## src/rtl/mvmpu.sv

```systemverilog
// mvmpu: matrix-vector multiply unit, y = A*x, signed integers.
// A and x are read from external memories and y is written back to vector memory.
// MVPE_N MAC lanes each handle one row of a row block, so one pass covers MVPE_N rows.
//
// Ports:
//   clk, rst          clock and synchronous active-high reset
//   start / ready     job launch handshake; start is only taken while ready=1
//   matrix_n/m        rows / columns of A (latched at start)
//   addr_rdsv/rdsm    base addresses of x and A; addr_wrsv is the base address for y
//   addr_rdm/rdv, rd_en  read requests to the matrix and vector memories
//   din_valid, dm, dv    returned read data, in request order, any latency
//   dout_valid, sdout, addr_wrv  serial write of one result element per cycle
//   dout              all lane results of the current block
//
// Optional build macro MVMPU_SAT_EN: results saturate to the INTWIDTH signed range.
// When it is not defined, results wrap to the low INTWIDTH bits.

module mvmpu_lane #(
   parameter int INTWIDTH = 16,
   parameter int ACCW     = 48
) (
   input  logic                clk,
   input  logic                rst,
   input  logic                clr,
   input  logic                en,
   input  logic [INTWIDTH-1:0] a,
   input  logic [INTWIDTH-1:0] x,
   output logic [INTWIDTH-1:0] res_next
);
   logic signed [ACCW-1:0]       acc, acc_next;
   logic signed [2*INTWIDTH-1:0] prod;

   assign prod     = $signed(a) * $signed(x);
   assign acc_next = en ? acc + {{(ACCW-2*INTWIDTH){prod[2*INTWIDTH-1]}}, prod} : acc;

   // The result is formed from acc_next so that the final beat can land on
   // the same edge that loads the write registers.
`ifdef MVMPU_SAT_EN
   localparam logic signed [ACCW-1:0] MAXV = {{(ACCW-INTWIDTH+1){1'b0}}, {(INTWIDTH-1){1'b1}}};
   localparam logic signed [ACCW-1:0] MINV = {{(ACCW-INTWIDTH+1){1'b1}}, {(INTWIDTH-1){1'b0}}};
   always_comb begin
      if (acc_next > MAXV)      res_next = MAXV[INTWIDTH-1:0];
      else if (acc_next < MINV) res_next = MINV[INTWIDTH-1:0];
      else                      res_next = acc_next[INTWIDTH-1:0];
   end
`else
   assign res_next = acc_next[INTWIDTH-1:0];
`endif

   always_ff @(posedge clk) begin
      if (rst || clr) acc <= '0;
      else if (en)    acc <= acc_next;
   end
endmodule

module mvmpu #(
   parameter int MVPE_N   = 4,
   parameter int INTWIDTH = 16,
   parameter int VAW      = 10,
   parameter int MAW      = 12
) (
   input  logic                       clk,
   input  logic                       rst,
   input  logic                       start,
   output logic                       ready,
   input  logic [15:0]                matrix_n,
   input  logic [15:0]                matrix_m,
   input  logic [VAW-1:0]             addr_rdsv,
   input  logic [VAW-1:0]             addr_wrsv,
   input  logic [MAW-1:0]             addr_rdsm,
   output logic [MAW-1:0]             addr_rdm,
   output logic [VAW-1:0]             addr_rdv,
   output logic [VAW-1:0]             addr_wrv,
   output logic                       rd_en,
   input  logic                       din_valid,
   input  logic [MVPE_N*INTWIDTH-1:0] dm,
   input  logic [INTWIDTH-1:0]        dv,
   output logic                       dout_valid,
   output logic [INTWIDTH-1:0]        sdout,
   output logic [MVPE_N*INTWIDTH-1:0] dout
);
   localparam int ACCW = 2*INTWIDTH + 16;
   localparam int LW   = (MVPE_N > 1) ? $clog2(MVPE_N) : 1;

   typedef enum logic [1:0] {IDLE, READ, DRAIN, WRITE} state_t;

   state_t                           state;
   logic [15:0]                      m_r, rows_left, j, cnt, cnt_next, nrows;
   logic [VAW-1:0]                   rdsv_r, wbase;
   logic [MAW-1:0]                   mbase;
   logic [LW-1:0]                    widx;
   logic [MVPE_N-1:0][INTWIDTH-1:0]  res_next, dout_r;
   logic                             accept, clr, last_wr, more, go;

   // rows_left counts rows not yet written, including the current block
   assign nrows    = (rows_left > 16'(MVPE_N)) ? 16'(MVPE_N) : rows_left;
   assign more     = rows_left > 16'(MVPE_N);
   assign last_wr  = (16'(widx) == nrows - 16'd1);
   // beats past m for the current block are dropped
   assign accept   = din_valid && (state == READ || state == DRAIN) && (cnt != m_r);
   assign cnt_next = cnt + {15'd0, accept};
   assign go       = start && ready && (matrix_n != 16'd0) && (matrix_m != 16'd0);
   assign clr      = (state == IDLE && go) || (state == WRITE && last_wr && more);

   for (genvar k = 0; k < MVPE_N; k++) begin : g_lane
      mvmpu_lane #(.INTWIDTH(INTWIDTH), .ACCW(ACCW)) u_lane (
         .clk      (clk),
         .rst      (rst),
         .clr      (clr),
         .en       (accept),
         .a        (dm[k*INTWIDTH +: INTWIDTH]),
         .x        (dv),
         .res_next (res_next[k])
      );
   end

   assign dout = dout_r;

   always_ff @(posedge clk) begin
      if (rst) begin
         state      <= IDLE;
         ready      <= 1'b1;
         rd_en      <= 1'b0;
         dout_valid <= 1'b0;
         addr_rdm   <= '0;
         addr_rdv   <= '0;
         addr_wrv   <= '0;
         sdout      <= '0;
         dout_r     <= '0;
         m_r        <= '0;
         rows_left  <= '0;
         j          <= '0;
         cnt        <= '0;
         rdsv_r     <= '0;
         wbase      <= '0;
         mbase      <= '0;
         widx       <= '0;
      end else begin
         cnt <= cnt_next;
         case (state)
            IDLE: begin
               // ready=0 in IDLE only follows an empty job: one cycle, then back
               if (!ready) ready <= 1'b1;
               else if (start) begin
                  m_r       <= matrix_m;
                  rows_left <= matrix_n;
                  rdsv_r    <= addr_rdsv;
                  wbase     <= addr_wrsv;
                  mbase     <= addr_rdsm;
                  ready     <= 1'b0;
                  if (go) begin
                     state    <= READ;
                     rd_en    <= 1'b1;
                     addr_rdm <= addr_rdsm;
                     addr_rdv <= addr_rdsv;
                     j        <= '0;
                     cnt      <= '0;
                  end
               end
            end
            READ: begin
               if (j == m_r - 16'd1) begin
                  rd_en <= 1'b0;
                  state <= DRAIN;
               end else begin
                  j        <= j + 16'd1;
                  addr_rdm <= addr_rdm + MAW'(1);
                  addr_rdv <= addr_rdv + VAW'(1);
               end
            end
            DRAIN: begin
               if (cnt_next == m_r) begin
                  state      <= WRITE;
                  dout_valid <= 1'b1;
                  dout_r     <= res_next;
                  sdout      <= res_next[0];
                  addr_wrv   <= wbase;
                  widx       <= '0;
               end
            end
            WRITE: begin
               if (last_wr) begin
                  dout_valid <= 1'b0;
                  if (more) begin
                     state     <= READ;
                     rows_left <= rows_left - 16'(MVPE_N);
                     mbase     <= mbase + MAW'(m_r);
                     wbase     <= wbase + VAW'(MVPE_N);
                     rd_en     <= 1'b1;
                     addr_rdm  <= mbase + MAW'(m_r);
                     addr_rdv  <= rdsv_r;
                     j         <= '0;
                     cnt       <= '0;
                  end else begin
                     state <= IDLE;
                     ready <= 1'b1;
                  end
               end else begin
                  widx     <= widx + LW'(1);
                  sdout    <= dout_r[widx + LW'(1)];
                  addr_wrv <= addr_wrv + VAW'(1);
               end
            end
            default: state <= IDLE;
         endcase
      end
   end
endmodule

```

## config.mk

```make
export PLATFORM = sky130hd
export DESIGN_NAME = mvmpu
export DESIGN_NICKNAME = d
export VERILOG_FILES = /design/src/rtl/mvmpu.sv
export SDC_FILE = /design/constraint.sdc
export NUM_CORES = 2
export LEC_CHECK = 0
export BUFFER_PORTS_ARGS = -buffer_cell sky130_fd_sc_hd__buf_2
export CELL_PAD_IN_SITES_DETAIL_PLACEMENT = 0
export CELL_PAD_IN_SITES_GLOBAL_PLACEMENT = 1
export CORE_AREA = 2 2 325 360
export CTS_CLUSTER_SIZE = 10
export DETAILED_ROUTE_END_ITERATION = 16
export DIE_AREA = 0 0 327 362
export PLACE_DENSITY_LB_ADDON = 0.1
export SLEW_MARGIN = 5
export SYNTH_ARGS = -nofsm -noshare
export SYNTH_HDL_FRONTEND = slang
export SYNTH_SLANG_ARGS = --single-unit
```

## constraint.sdc

```tcl
create_clock -name clk -period 9.9 [get_ports clk]
set_clock_uncertainty 0.2 [all_clocks]
set_input_delay 1.485 -clock clk [delete_from_list [all_inputs] [get_ports clk]]
set_output_delay 1.485 -clock clk [all_outputs]
set_load 0.01 [all_outputs]
```

# After elaboration in Yosys (flattened, before gate mapping)
# Cells that the tools add are included.
[word_totals] regBits=407 output_inout_bits=115
[classes] n_addsub=15 mul=4 order_cmp=2 eq_ne=17 muxes=79 reduce_logical=26
[op_table] op="16-bit 2-to-1 mux" n=23
[op_table] op="48-bit adder" n=4
[op_table] op="16-bit by 16-bit multiplier with 32-bit output" n=4
[op_table] op="10-bit 2-to-1 mux" n=12
[op_table] op="12-bit 2-to-1 mux" n=8
[op_table] op="16-bit case mux with 2 select lines" n=3
[op_table] op="16-bit case mux with 3 select lines" n=1
[op_table] op="10-bit case mux with 2 select lines" n=2
[op_table] op="12-bit case mux with 3 select lines" n=1
[op_table] op="16-bit binary-select mux with 2-bit select" n=1
[op_table] op="16-bit == test" n=2
[op_table] op="16-bit nonzero test" n=2
[op_table] op="16-bit by 1-bit subtractor with 16-bit output (second input constant)" n=2
[op_table] op="10-bit case mux with 3 select lines" n=1
[op_table] op="12-bit case mux with 2 select lines" n=1
[op_table] op="10-bit by 1-bit adder with 10-bit output (second input constant)" n=2
[op_table] op="16-bit by 1-bit adder with 16-bit output" n=1
[op_table] op="16-bit by 1-bit adder with 16-bit output (second input constant)" n=1
[op_table] op="2-bit by 16-bit == test with 1-bit output" n=1
[op_table] op="16-bit by 3-bit > comparator with 1-bit output (second input constant)" n=1
[op_table] op="2-bit 2-to-1 mux" n=8
[op_table] op="16-bit inequality test" n=1
[op_table] op="2-bit inequality test (second input constant)" n=8
[op_table] op="16-bit by 3-bit subtractor with 16-bit output (second input constant)" n=1
[op_table] op="23 further kinds" n=52

# Logic depth before layout (Yosys ltp)
[logic_depth] ltp_word=9 mapped_depth=32 depth_no_buf=29

# Hierarchy
# From an unflattened synthesis, not the netlist that was laid out.
[unflattened] hier_cells=3907 hier_area_um2=33464.6
[modules_own_cells] module="mvmpu" n_inst=1 cells_per_inst=1432 area_each_um2=11961.5 seq_area_each_um2=4304.1
[modules_own_cells] module="mvmpu_lane (g_lane[0].u_lane)" n_inst=1 cells_per_inst=619 area_each_um2=5398.9 seq_area_each_um2=320.3
[modules_own_cells] module="mvmpu_lane (g_lane[1].u_lane)" n_inst=1 cells_per_inst=619 area_each_um2=5370.2 seq_area_each_um2=320.3
[modules_own_cells] module="mvmpu_lane (g_lane[2].u_lane)" n_inst=1 cells_per_inst=618 area_each_um2=5370.2 seq_area_each_um2=320.3
[modules_own_cells] module="mvmpu_lane (g_lane[3].u_lane)" n_inst=1 cells_per_inst=619 area_each_um2=5363.9 seq_area_each_um2=320.3

# Least setup slack after synthesis
# OpenSTA, ideal clock, no wires.
[synth_timing] path_kind="input-to-reg" start="input port dv[3]" end="register sdout[15]" setup_time_ns=0.137 t_arrival_ns=8.009 required_ns=9.563 slack_ns=1.554 path_stages=26 path_buffers=3 cell_sequence="clkbuf_1 > clkbuf_1 > clkbuf_1 > nand2_1 > fa_1 > fa_1 > fa_1 > fa_1 > inv_1 > fa_1 > inv_1 > fa_1 > inv_1 > ha_1 > and2_1 > o21bai_1 > o41ai_1 > xnor2_1 > ha_1 > and3_1 > nand3_1 > and4b_1 > xnor3_1 > o21a_1 > o21ai_0 > a31oi_1"
[synth_via] elab_chain_cells=5
[synth_rtl] item="start, declared" line="77" rtl="input logic [INTWIDTH-1:0] dv,"
[synth_rtl] item="16-bit by 16-bit multiplier with 32-bit output" line="33" rtl="assign prod = $signed(a) * $signed(x);"
[synth_rtl] item="48-bit adder" line="34" rtl="assign acc_next = en ? acc + {{(ACCW-2*INTWIDTH){prod[2*INTWIDTH-1]}}, prod} : acc;"
[synth_rtl] item="16-bit 2-to-1 mux" line="34"
[synth_rtl] item="16-bit 2-to-1 mux" line="172" rtl="if (cnt_next == m_r) begin"
[synth_rtl] item="16-bit case mux with 2 select lines" line="140" rtl="case (state)"
[synth_rtl] item="end signal, assigned" line="176" rtl="sdout <= res_next[0];"
[synth_rtl] item="end signal, assigned" line="200" rtl="sdout <= dout_r[widx + LW'(1)];"
[synth_rtl] item="end, declared" line="79" rtl="output logic [INTWIDTH-1:0] sdout,"
# Every way passes these cells. The select of a mux whose other input is x is not followed.
# A chain may end at the register's enable or synchronous reset.

# Worst setup path in the final report
[layout_timing] start="input port dv[3]" end="register dout_r (netlist bit dout[30])"
[layout_via] elab_chain_cells=3
[layout_rtl] item="16-bit by 16-bit multiplier with 32-bit output" line="33"
[layout_rtl] item="48-bit adder" line="34"
[layout_rtl] item="16-bit 2-to-1 mux" line="34"
[layout_rtl] item="end signal, assigned" line="175" rtl="dout_r <= res_next;"
[layout_rtl] item="end, declared" line="92" rtl="logic [MVPE_N-1:0][INTWIDTH-1:0] res_next, dout_r;"
# Every way passes these cells.

==> flow_metrics.py <==
metrics = {
    "pwr": {
        "pwr-share-seq": 0.130,
        "power.switching_mw": 6.566,
        "p_sw_frac": 0.5135,
        "power_frac_comb": 0.773,
        "power_frac_clock": 0.097,
        "peakVddDrop_uv": 299.1,
        "p_int_mw": 6.222,
        "power_leakage_nw": 16.85,
        "power_density_mw_per_mm2": 346.4,
    },
    "critical_path": {
        "crit_required_ns": 10.08,
        "cp-start-kind": "input port",
        "max_stage_delay_ns": 0.69,
        "crit_path_end_kind": "register",
        "cp_common_cell": "fa_1",
        "cp_slowest_cell": "a2111oi_0",
        "cp_max_fo": 25,
        "path_cells": "buf_2, buf_4, nand2_1, fa_1, fa_1, inv_1, fa_1, fa_1, fa_1, inv_1, fa_1, inv_1, ha_1, and3_1, a21oi_1, nand3b_1, xor2_1, ha_1, and2_1, o211ai_1, o41ai_1, a2111oi_0, a211oi_1",
        "path_class": "input port to register",
        "arrival_ns": 8.42,
    },
    "sta": {
        "slew_viol_final": 0,
        "timing.final.crit_share": 0.8328,
        "fmax_ghz": 0.1213,
        "rsz0062_at_grt": "no",
        "finalHoldViolCount": 0,
        "finalSetupViolCount": 0,
        "max-slew-margin-rel": 0.3089,
        "worstMarginPinSlew_ns": 1.026,
        "tns_ns": 0,
        "period_needed_ns": 8.245,
    },
    "synth": {
        "ys_ff_latch": 279,
        "synth_top_area_share": 0.1944,
        "synthMostInstantiatedCell": "inv_1",
        "synthFlopType": "dfxtp_1",
        "synth_warnings": 0,
        "yosysUniqueCellTypes": 77,
        "synth_area_leaders": "fa_1, dfxtp_1, ha_1, inv_1, xnor2_1",
        "ys_seq_area_frac": 0.1690,
        "synth_edf_count": 0,
        "synthArstFlopShare": 0,
        "netlist_instances": 3979,
        "synth_common_cells": "inv_1, nand2_1, ha_1",
        "syn-num-nets": 4782,
        "synth_top_cell_by_area": "fa_1",
        "postSynthAreaPerCell_um2": 8.308,
        "synth_area_mm2": 0.03306,
    },
    "global_routing": {
        "grt_use_total": 0.1881,
        "grt_max_degree": 117,
        "antenna_found_initial": 8,
        "grt_pass1_vias": 27597,
        "grt_pass1_wl_mm": 172.6,
        "overflow": 0,
    },
    "min_path": {
        "hp-class": "register to register",
    },
    "detailed_routing": {
        "drc_errors": 0,
        "wl_per_cell_um": 19.66,
        "vias": 26579,
        "drtIter0Drc": 1278,
        "ant_nets": 0,
        "viasPerCell": 4.695,
        "routed_wl_mm": 111.3,
        "drtPass1Iterations": 5,
    },
    "place": {
        "io_buffers": 262,
        "place_inst": 5608,
        "place.gp.congestion": 0.7999,
        "place_hpwl_mm": 87.09,
    },
    "floorplan": {
        "die_width_um": 327,
        "coreArea_mm2": 0.1149,
        "ios": 263,
        "die-area_mm2": 0.1184,
        "start_util": 0.2877,
        "rows": 131,
        "die_y_um": 362,
    },
    "cells_and_area": {
        "multi_input_area_mm2": 0.02464,
        "syn_to_final_growth_pct": 11.66,
        "fillCellCount": 12416,
        "fin_nets": 4919,
        "final_cell_count_no_fill": 5661,
        "final_layout_size_suffix_gt1_frac": 0.1025,
        "seqCellArea_mm2": 0.005585,
    },
    "clocking": {
        "cts_tree": "done",
        "post_cts_buffers": 0,
        "cts-root-buf": "clkbuf_16",
        "clkLatencyLatePin_ns": 0.56,
        "ctsHoldBuffers": 0,
        "cts_inserted_buffers": 35,
        "post_cts_resized": 0,
        "htree_levels": 2,
        "ctsLongestPathBuffers": 3,
        "clock_sinks": 279,
        "cts.clk_slew.worst_paths_ns": 0.06,
    },
    "job": {
        "maxCapViolations": 0,
    },
    "status": {
        "status": "complete, no violations",
    },
}
==> cell type report <==
type                       instances  share of cell area
multi-input combinational       2945              0.6677
sequential                       279              0.1513
inverter                         549             0.05583
tap                             1529             0.05183
timing repair buffer             306             0.04498
clock buffer                      42             0.02553
clock inverter                     6            0.002508
antenna                            5           0.0003390
==> metrics by stage <==
stage | area (um^2) | util | power (mW) | hold WS [ns] | setup slack, ns
6_report | 36910 | 0.3212 | 12.79 | 0.2505 | 1.655
5_1_grt | 36900 | 0.3212 | 14.30 | 0.2751 | 1.223
4_1_cts | 36900 | 0.3211 | 13.05 | 0.2550 | 1.623
3_5_place_dp | 35860 | 0.3121 | 11.70 | 0.2476 | 1.036
3_3_place_gp | 35860 | 0.3121 | 11.78 | 0.2403 | 1.052
2_1_floorplan | 33060 | - | 8.937 | 0.2357 | 1.554
==> state kept, by name, summed over array words and instances (netlist names) <==
| register | flops |
|---|---|
| wbase | 10 |
| sdout | 16 |
| j | 16 |
| g_lane.u_lane.acc | 64 |
| rdsv_r | 10 |
| m_r | 16 |
| rows_left | 16 |
| state | 2 |
| cnt | 16 |
| addr_rdv | 10 |
| dout_valid | 1 |
| addr_wrv | 10 |
| ready | 1 |
| dout | 64 |
| rd_en | 1 |
| widx | 2 |
| addr_rdm | 12 |
| mbase | 12 |
==> worst paths after layout <==
path,start,endpoint,slack [ns],cells past startpoint
max,dv[3],dout[30],1.66,23
min,sdout[4],sdout[4],0.25,2
max reg2reg,m_r[11],dout[31],3.09,19
min reg2reg,sdout[4],sdout[4],0.25,2
==> power by group through the flow <==
stage | Combinational, mW | Sequential (mW) | Clock [mW]
2_1_floorplan | 7.34 | 1.60 | 0
3_3_place_gp | 10.1 | 1.69 | 0
3_5_place_dp | 10.0 | 1.69 | 0
4_1_cts | 10.1 | 1.67 | 1.29
5_1_grt | 11.3 | 1.70 | 1.32
6_report | 9.88 | 1.66 | 1.24
==> kinds of logic after synthesis <==
logic type | Yosys count | synth area share
simple gates | 1329 | 0.1924
buf+inv | 755 | 0.08751
fa+ha+maj | 655 | 0.3208
compound gates | 587 | 0.1199
xor+xnor | 295 | 0.08024
flops | 279 | 0.1690
mux | 79 | 0.03017
==> placed cells by master (no fill, tap or decap), types with 47 or more instances in the layout <==
| cell type | count |
|---|---|
| o21ai_0 | 98 |
| nor2_1 | 275 |
| nor3_1 | 47 |
| dfxtp_1 | 279 |
| nand2_1 | 484 |
| ha_1 | 333 |
| mux2i_1 | 58 |
| buf_2 | 261 |
| a211oi_1 | 72 |
| fa_1 | 321 |
| xnor2_1 | 233 |
| and2_1 | 302 |
| a21oi_1 | 166 |
| xor2_1 | 57 |
| nand3_1 | 54 |
| inv_1 | 547 |
==> per-layer routing <==
layer,routed length (um),track usage,vias to the layer above
met4,1376,0.02833,0
met3,2902,0.01209,69
li1,-,-,13187
met1,53030,0.2584,12891
met2,53990,0.3286,432
met5,0,0,-
==> worst max-delay path, delay by kind of cell <==
family / cells / cell delay (ns)
adder cells (fa/ha/maj): 8 / 3.76
XOR/XNOR: 1 / 0.24
AO/OA/AOI/OAI: 5 / 1.26
buffers and inverters: 5 / 1.05
AND/OR/NAND/NOR: 4 / 0.61
No activity file was read; power rests on OpenSTA's default activity.
